<file path="src/rtl/uart_pkg.sv">
// Shared UART definitions: state encoding, baud divisor and parity helpers.
// Reused by both the TX drain engine and the RX deserializer.
package uart_pkg;

  localparam logic [2:0] ST_IDLE   = 3'd0;
  localparam logic [2:0] ST_START  = 3'd1;
  localparam logic [2:0] ST_DATA   = 3'd2;
  localparam logic [2:0] ST_PARITY = 3'd3;
  localparam logic [2:0] ST_STOP   = 3'd4;

  typedef enum logic [2:0] {
    IDLE   = ST_IDLE,
    START  = ST_START,
    DATA   = ST_DATA,
    PARITY = ST_PARITY,
    STOP   = ST_STOP
  } uart_state_e;

  // Clocks per bit, rounded to nearest.
  function automatic int calc_baud_div(input int clk_freq, input int baud_rate);
    return (clk_freq + baud_rate / 2) / baud_rate;
  endfunction

  // Zero-extension does not change the XOR, so one wide argument serves every word size.
  function automatic logic calc_parity(input logic [63:0] data, input logic odd);
    return (^data) ^ odd;
  endfunction

endpackage

</file>
<file path="src/rtl/uart_baud_gen.sv">
// Bit-period timer: emits a one-cycle tick every BAUD_DIV clocks, restartable by clr.
module uart_baud_gen #(
  parameter int BAUD_DIV = 16
) (
  input  logic clk,
  input  logic rst_n,
  input  logic clr,
  output logic tick
);

  localparam int CW = (BAUD_DIV > 1) ? $clog2(BAUD_DIV) : 1;

  logic [CW-1:0] cnt;

  assign tick = (cnt == CW'(BAUD_DIV - 1));

  always_ff @(posedge clk or negedge rst_n) begin
    if (!rst_n) begin
      cnt <= '0;
    end else if (clr || tick) begin
      cnt <= '0;
    end else begin
      cnt <= cnt + CW'(1);
    end
  end

endmodule

</file>
<file path="src/rtl/uart_tx_fifo_drain.sv">
// UART transmitter that drains the TX byte FIFO: pops a word whenever enabled and
// non-empty, then sends start, data LSB first, optional parity and stop bit(s).
module uart_tx_fifo_drain
  import uart_pkg::*;
#(
  parameter int CLK_FREQ   = 50000000,
  parameter int BAUD_RATE  = 9600,
  parameter int DATA_WIDTH = 8,
  parameter int PARITY_EN  = 0,
  parameter int PARITY_ODD = 0,
  parameter int STOP_BITS  = 1
) (
  input  logic                  clk,
  input  logic                  rst_n,
  input  logic                  enable,
  input  logic [DATA_WIDTH-1:0] fifo_data_in,
  input  logic                  fifo_empty,
  output logic                  fifo_rd,
  output logic                  tx,
  output logic                  tx_busy,
  output logic                  frame_done
);

  localparam int BAUD_DIV = calc_baud_div(CLK_FREQ, BAUD_RATE);
  localparam int BW       = $clog2(DATA_WIDTH + 1);

  if (BAUD_DIV < 2) begin : g_bad_baud
    $error("uart_tx_fifo_drain: BAUD_DIV must be at least 2");
  end
  if (STOP_BITS < 1 || STOP_BITS > 2) begin : g_bad_stop
    $error("uart_tx_fifo_drain: STOP_BITS must be 1 or 2");
  end

  uart_state_e           state, state_d;
  logic [DATA_WIDTH-1:0] shift_reg, shift_d;
  logic [BW-1:0]         bit_cnt, bit_cnt_d;
  logic                  par_bit, par_d;
  logic                  tx_d, rd_d, done_d;
  logic                  tick;

  // Every non-IDLE transition happens on a tick, where the counter wraps to zero,
  // so holding clear in IDLE is enough to start each state on a full bit period.
  uart_baud_gen #(.BAUD_DIV(BAUD_DIV)) u_baud (
    .clk   (clk),
    .rst_n (rst_n),
    .clr   (state == IDLE),
    .tick  (tick)
  );

  // FIFO handshake: fifo_empty and fifo_data_in are sampled only in IDLE; a pop is
  // a single-cycle registered fifo_rd and the word is captured on that same edge,
  // so the FIFO head may change freely afterwards.
  always_comb begin
    state_d   = state;
    shift_d   = shift_reg;
    bit_cnt_d = bit_cnt;
    par_d     = par_bit;
    tx_d      = tx;
    rd_d      = 1'b0;
    done_d    = 1'b0;
    case (state)
      IDLE: begin
        tx_d = 1'b1;
        if (enable && !fifo_empty) begin
          shift_d   = fifo_data_in;
          par_d     = calc_parity(64'(fifo_data_in), PARITY_ODD != 0);
          rd_d      = 1'b1;
          bit_cnt_d = '0;
          state_d   = START;
          tx_d      = 1'b0;
        end
      end
      START: begin
        if (tick) begin
          state_d   = DATA;
          bit_cnt_d = '0;
          tx_d      = shift_reg[0];
        end
      end
      DATA: begin
        if (tick) begin
          shift_d = shift_reg >> 1;
          if (bit_cnt == BW'(DATA_WIDTH - 1)) begin
            bit_cnt_d = '0;
            if (PARITY_EN != 0) begin
              state_d = PARITY;
              tx_d    = par_bit;
            end else begin
              state_d = STOP;
              tx_d    = 1'b1;
            end
          end else begin
            bit_cnt_d = bit_cnt + BW'(1);
            tx_d      = shift_d[0];
          end
        end
      end
      PARITY: begin
        if (tick) begin
          state_d   = STOP;
          bit_cnt_d = '0;
          tx_d      = 1'b1;
        end
      end
      STOP: begin
        tx_d = 1'b1;
        if (tick) begin
          if (bit_cnt == BW'(STOP_BITS - 1)) begin
            state_d   = IDLE;
            bit_cnt_d = '0;
            done_d    = 1'b1;
          end else begin
            bit_cnt_d = bit_cnt + BW'(1);
          end
        end
      end
      default: begin
        state_d = IDLE;
        tx_d    = 1'b1;
      end
    endcase
  end

  always_ff @(posedge clk or negedge rst_n) begin
    if (!rst_n) begin
      state      <= IDLE;
      shift_reg  <= '0;
      bit_cnt    <= '0;
      par_bit    <= 1'b0;
      tx         <= 1'b1;
      fifo_rd    <= 1'b0;
      tx_busy    <= 1'b0;
      frame_done <= 1'b0;
    end else begin
      state      <= state_d;
      shift_reg  <= shift_d;
      bit_cnt    <= bit_cnt_d;
      par_bit    <= par_d;
      tx         <= tx_d;
      fifo_rd    <= rd_d;
      tx_busy    <= (state_d != IDLE);
      frame_done <= done_d;
    end
  end

endmodule
</file>
<file path="config.mk">
export PLATFORM = sky130hd
export DESIGN_NAME = uart_tx_fifo_drain
export DESIGN_NICKNAME = d
export VERILOG_FILES = /design/src/rtl/uart_pkg.sv /design/src/rtl/uart_baud_gen.sv /design/src/rtl/uart_tx_fifo_drain.sv
export SDC_FILE = /design/constraint.sdc
export NUM_CORES = 1
export LEC_CHECK = 0
export ABC_AREA = 0
export BUFFER_PORTS_ARGS = -buffer_cell sky130_fd_sc_hd__clkbuf_2
export CORE_ASPECT_RATIO = 0.8
export CORE_MARGIN = 5
export CORE_UTILIZATION = 58
export DETAILED_ROUTE_END_ITERATION = 8
export PLACE_DENSITY = 0.77
export SLEW_MARGIN = 20
export SYNTH_ARGS = -nofsm -noshare
export SYNTH_HDL_FRONTEND = slang
export SYNTH_SLANG_ARGS = --single-unit
</file>
<file path="constraint.sdc">
create_clock -name clk -period 2.56 [get_ports clk]
set_input_delay 0.768 -clock clk [delete_from_list [all_inputs] [get_ports clk]]
set_output_delay 0.768 -clock clk [all_outputs]
set_load 0.05 [all_outputs]
</file>
=== After elaboration in Yosys (flattened, before gate mapping) ===
Cells that the tools add are included.

* Register bits: 32
* Input port bits: 12
* Word-level logic and storage cells: 64
* Output and inout port bits: 4

* Mux-type cells: 30
* Equal/unequal tests: 12
* $add $sub $neg: 2
* Reductions and logical operators: 12

{| class="wikitable"
|+ Operator list
! cell !! count
|-
| 4-bit two-way mux || 6
|-
| 3-bit two-way mux || 7
|-
| 8-bit two-way mux || 2
|-
| 4-bit one-hot mux with 4 select lines || 1
|-
| 8-bit one-hot mux with 2 select lines || 1
|-
| 3-bit one-hot mux with 5 select lines || 1
|-
| 13-bit by 1-bit adder with 13-bit output, second input constant || 1
|-
| 13-bit equality test, second input constant || 1
|-
| 13-bit two-way mux || 1
|-
| 1-bit two-way mux || 10
|-
| 2-bit by 1-bit inequality test with 1-bit output, second input constant || 5
|-
| 3-bit by 2-bit equality test with 1-bit output, second input constant || 2
|-
| 3-bit AND reduction || 2
|-
| 5-bit AND reduction || 1
|-
| 4-bit by 1-bit adder with 4-bit output, second input constant || 1
|-
| 4-bit by 3-bit equality test with 1-bit output, second input constant || 1
|-
| 4-bit logical NOT || 1
|-
| 1-bit one-hot mux with 4 select lines || 1
|-
| 4-bit nonzero test || 1
|-
| 3-bit by 1-bit equality test with 1-bit output, second input constant || 1
|-
| 3-bit equality test, second input constant || 1
|-
| 3-bit logical NOT || 1
|-
| 3-bit nonzero test || 1
|-
| 2-bit inequality test, second input constant || 1
|-
| 5 further kinds || 5
|}

=== Logic depth before layout (Yosys ltp) ===
* Word-level depth: 5
* Depth in mapped cells: 7

=== Modules after synthesis ===
A second synthesis with hierarchy kept.

* Cell total of the unflattened synthesis: 180
* Area, all modules: 1750.4 µm²

{| class="wikitable"
|+ By module, submodules not included
! module !! cells each !! seq. area each (µm²) !! instances !! area an instance (µm²)
|-
| uart_tx_fifo_drain || 112 || 476.7 || 1 || 1064.8
|-
| uart_baud_gen || 68 || 325.3 || 1 || 685.7
|}

=== Worst setup path after synthesis ===
No wires, ideal clock.

* Path kind: reg-to-reg
* Start point: register state[1]
* End point: register bit_cnt[2]
* Arrival time: 1.841 ns
* Setup time: 0.124 ns
* Clock period less this slack: 1.965 ns
* Path slack: 0.595 ns
* Cell stages (with the launch flop): 7
* Path through: dfrtp_1 -> buf_6 -> or3_4 -> or3b_1 -> buf_6 -> a21o_1 -> a211o_1

* Longest elaborated chain between the ends: 4
* Elaborated cells between the ends (all ways): 13
* Those cells by class: eq/ne: 8; mux: 1; reduce/logical: 4

{| class="wikitable"
|+ RTL lines
! what !! RTL line !! source
|-
| from (decl) || uart_tx_fifo_drain.sv:34 || <nowiki>uart_state_e state, state_d;</nowiki>
|-
| from (signal assigned) || uart_tx_fifo_drain.sv:135 || <nowiki>state <= state_d;</nowiki>
|-
| 3-bit by 2-bit equality test with 1-bit output / 3-bit by 1-bit equality test with 1-bit output (equally long branches) || uart_tx_fifo_drain.sv:61 || <nowiki>case (state)</nowiki>
|-
| 2-bit OR reduction (no line) || n/a ||
|-
| 2-bit by 1-bit inequality test with 1-bit output (no line) / 4-bit nonzero test (equally long branches) || n/a ||
|-
| 5-bit AND reduction (no line) || n/a ||
|-
| to (signal assigned) || uart_tx_fifo_drain.sv:137 || <nowiki>bit_cnt <= bit_cnt_d;</nowiki>
|-
| to (decl) || uart_tx_fifo_drain.sv:36 || <nowiki>logic [BW-1:0] bit_cnt, bit_cnt_d;</nowiki>
|}

Parallel ways exist; a longest one is shown, timed or not.
A chain may end at the register's enable or synchronous reset.

=== Worst setup path in the final report ===
* Start point: register state[0]
* End point: register shift_reg[4]

* Longest elaborated chain between the ends: 3
* Elaborated cells between the ends (all ways): 7
* Those cells by class: eq/ne: 3; mux: 1; reduce/logical: 3

{| class="wikitable"
|+ RTL lines
! what !! RTL line !! source
|-
| 3-bit by 2-bit equality test with 1-bit output / 3-bit logical NOT (equally long branches) || uart_tx_fifo_drain.sv:61 ||
|-
| 2-bit by 1-bit inequality test with 1-bit output (no line) (tied with other cells) || n/a ||
|-
| 3-bit AND reduction (no line) || n/a ||
|-
| to (signal assigned) || uart_tx_fifo_drain.sv:136 || <nowiki>shift_reg <= shift_d;</nowiki>
|-
| to (decl) || uart_tx_fifo_drain.sv:35 || <nowiki>logic [DATA_WIDTH-1:0] shift_reg, shift_d;</nowiki>
|}

Parallel ways exist; a longest one is shown, timed or not.

==> results.py <==
metrics = {
    "worst_hold_path": {
        "min_to": "shift_reg[0]$_DFFE_PN0P_",
        "min_path_cells": 1,
        "min-delay-start": "shift_reg[0]$_DFFE_PN0P_",
        "timing.hold.worst.class": "register to register",
    },
    "clock_network": {
        "clock_path_buffers": 2,
        "holdBufCountCts": 0,
        "cts_tree": "built",
        "cts_resized": 0,
        "h-tree-depth": 2,
        "clk_pin_slew_ns": 0.06,
        "clock-sinks": 32,
        "clk_latency_ns": 0.29,
        "root_buffer": "clkbuf_8",
        "cts_buffers": 5,
        "post_cts_buffers": 0,
    },
    "synthesis": {
        "synth_ff_type": "dfrtp_1",
        "synth-async-reset-ratio": 1.00,
        "yosysTopAreaCell": "dfrtp_1",
        "synthCells": 178,
        "syn_nets": 193,
        "syn_area_sq_mm": 0.00173,
        "synth-edff-count": 0,
        "syn-mean-instance-area_sq_um": 9.73,
        "yosysSeqAreaShare": 0.463,
        "netlist.area_leader.share": 0.448,
        "synth_area_leaders": "dfrtp_1, nand2_1, mux2_2",
        "synth-seq-cells": 32,
        "ys_types": 46,
        "ys.warnings.count": 0,
    },
    "floorplan": {
        "initial_core_util": 0.617,
        "row_count": 17,
        "dieWidth_microns": 71.1,
        "dieArea_sq_mm": 0.00419,
        "ios": 16,
        "core_sq_mm": 0.00281,
        "fp.dieH_microns": 58.9,
    },
    "worst_setup_path": {
        "rr_worst_depth": 4,
        "required_ns": 2.73,
        "rrSetupSlack_ns": 0.44,
        "rr_endpoint": "shift_reg[4]$_DFFE_PN0P_",
        "crit_arrival_ns": 2.29,
        "worstSetupStartpointType": "register",
        "reg2reg_from": "state[0]$_DFF_PN0_",
        "end_kind": "register",
        "worstSetupPathType": "register to register",
        "cp_max_fo": 12,
    },
    "run_status": {
        "status": "finished clean",
    },
    "timing": {
        "rsz0062_at_grt": "false",
        "hold_slack_ns": 0.508,
        "finalCritPeriodShare": 0.827,
        "worst_pin_slew_ns": 0.910,
        "min_period_ns": 2.12,
        "slew_viol_final": 0,
        "max_clock_freq_mhz": 472,
        "setup_tns_ns": 0,
        "relSlewSlack": 0.392,
        "setup_violations": 0,
        "layout_setup_ws_ns": 0.443,
        "clock_skew_ns": 0.00977,
        "hold_violations": 0,
    },
    "routing": {
        "wirelength_microns": 3480,
        "drc": 0,
        "num_vias": 1350,
        "via_per_inst": 5.79,
        "first_iter_violations": 128,
        "antenna_left": 0,
        "drt-pass1-iter-count": 4,
        "wl_per_cell_microns": 14.9,
    },
    "global_routing": {
        "antenna_found_initial": 0,
        "grt_usage": 0.184,
        "grt_start_max_net_pins": 33,
        "grt_pass1_wl_microns": 5850,
        "grt_pass1_vias": 1222,
        "grt_overflow": 0,
    },
    "power_and_ir_drop": {
        "clockPowerShare": 0.411,
        "p_int_uw": 705,
        "switching_share": 0.216,
        "combinationalPowerShare": 0.025,
        "p_sw_uw": 194,
        "peakVddDrop_mv": 0.309,
        "power_uw": 899,
        "leakagePower_uw": 0.000838,
        "sequentialPowerShare": 0.563,
        "power_density_mw_per_mm2": 474,
    },
    "layout": {
        "multiInputGateArea_sq_um": 868,
        "drive_gt1_frac": 0.200,
        "nNetsFinal": 209,
        "largest_reg_flops": 13,
        "fill_cells": 229,
        "seqCellArea_sq_um": 802,
        "area_growth_pct": 9.54,
        "n_antenna_cell": 0,
    },
    "place": {
        "place_ws_ns": 0.479,
        "dp.final_hpwl_microns": 2540,
        "gp_congestion": 0.876,
        "port_buffers": 15,
    },
    "run": {
        "max-cap-violations": 0,
    },
}
[worst max-delay path by stage]
stage	startpoint	to	slack (ns)	cells past startpoint
after detailed placement	state[1]$_DFF_PN0_	bit_cnt[2]$_DFFE_PN0P_	0.48	4
after global placement	state[0]$_DFF_PN0_	bit_cnt[2]$_DFFE_PN0P_	0.52	4
after global routing	u_baud.cnt[8]$_DFF_PN0_	shift_reg[4]$_DFFE_PN0P_	0.35	4
after CTS	state[1]$_DFF_PN0_	bit_cnt[2]$_DFFE_PN0P_	0.46	4
final	state[0]$_DFF_PN0_	shift_reg[4]$_DFFE_PN0P_	0.44	4
after floorplan	state[1]$_DFF_PN0_	bit_cnt[2]$_DFFE_PN0P_	0.60	6
[worst max-delay path, cell delays in order, from the launching register on]
cell,delay [ns]
dfrtp_1,0.48
or3_4,0.43
or3b_1,0.51
o21ai_4,0.19
mux2_2,0.38
[layer usage]
layer,part of all wire,routed length (microns),track usage,up-vias
met3,0.059,205,0.0734,7
met5,0,0,0,-
met2,0.42,1460,0.256,32
met4,0.013,46,0.0697,0
met1,0.51,1760,0.257,647
li1,-,-,-,664
[metrics by stage]
| step | area (sq um) | util | cells |
|---|---|---|---|
| after global placement | 1820 | 0.647 | 225 |
| final | 1900 | 0.676 | 233 |
| after floorplan | 1730 | - | 178 |
| after global routing | 1900 | 0.676 | 233 |
| after CTS | 1900 | 0.676 | 233 |
| after detailed placement | 1820 | 0.647 | 225 |
[power groups by stage]
stage	sequential (uW)	combinational, uW	clock [uW]
after floorplan	516	4.98	0
after global placement	516	22.9	0
after global routing	506	27.2	420
after CTS	507	24.0	382
final	507	22.9	370
after detailed placement	516	24.0	0
[Yosys cell counts, types with 2 or more instances]
cell type	instances
xor2_1	5
a211o_1	3
or3b_2	4
nand2b_1	2
o22ai_1	3
nor2_1	15
xnor2_1	5
nand2_1	30
dfrtp_1	31
nand3_1	7
nand4_1	5
nor3_1	5
and3_1	2
a31oi_1	2
inv_1	6
mux2_2	7
mux2i_1	2
clkbuf_1	3
o21ai_0	5
buf_6	2
ha_1	3
nor4_1	3
nor3b_1	2
a21oi_1	4
[placed cells by master, fill, tap and decap left out, types with 3 or more instances in the layout]
| cell | instances |
|---|---|
| xor2_1 | 5 |
| clkbuf_2 | 15 |
| ha_1 | 3 |
| mux2_2 | 7 |
| xnor2_1 | 5 |
| nor3_1 | 5 |
| nand2_1 | 30 |
| nand4_1 | 5 |
| nor2_1 | 15 |
| inv_1 | 6 |
| nor4_1 | 3 |
| dfrtp_1 | 31 |
| a211o_1 | 3 |
| o21ai_0 | 5 |
| a21oi_1 | 4 |
| o22ai_1 | 3 |
| clkbuf_8 | 5 |
| or3b_2 | 4 |
| nand3_1 | 7 |
[kinds of logic (layout without fill, tap and decap cells)]
family	after synthesis	after routing	share of synthesized area
AOI/OAI and AO/OA	23	23	0.0925
xor gates and xnor gates	10	10	0.0506
adders and majority gates	3	3	0.0217
buffers and inverters	12	29	0.0354
DFF	32	32	0.463
muxes	9	9	0.0571
and+or+nand+nor	89	89	0.280
[final cells by class]
type                            instances  area share
Inverter                                6      0.0119
Clock buffer                            7      0.0402
Multi-Input combinational cell        134       0.458
Sequential cell                        32       0.423
Tap cell                               38      0.0251
Clock inverter                          1     0.00264
Timing Repair Buffer                   15      0.0396
Power figures use the tool's default switching activity.
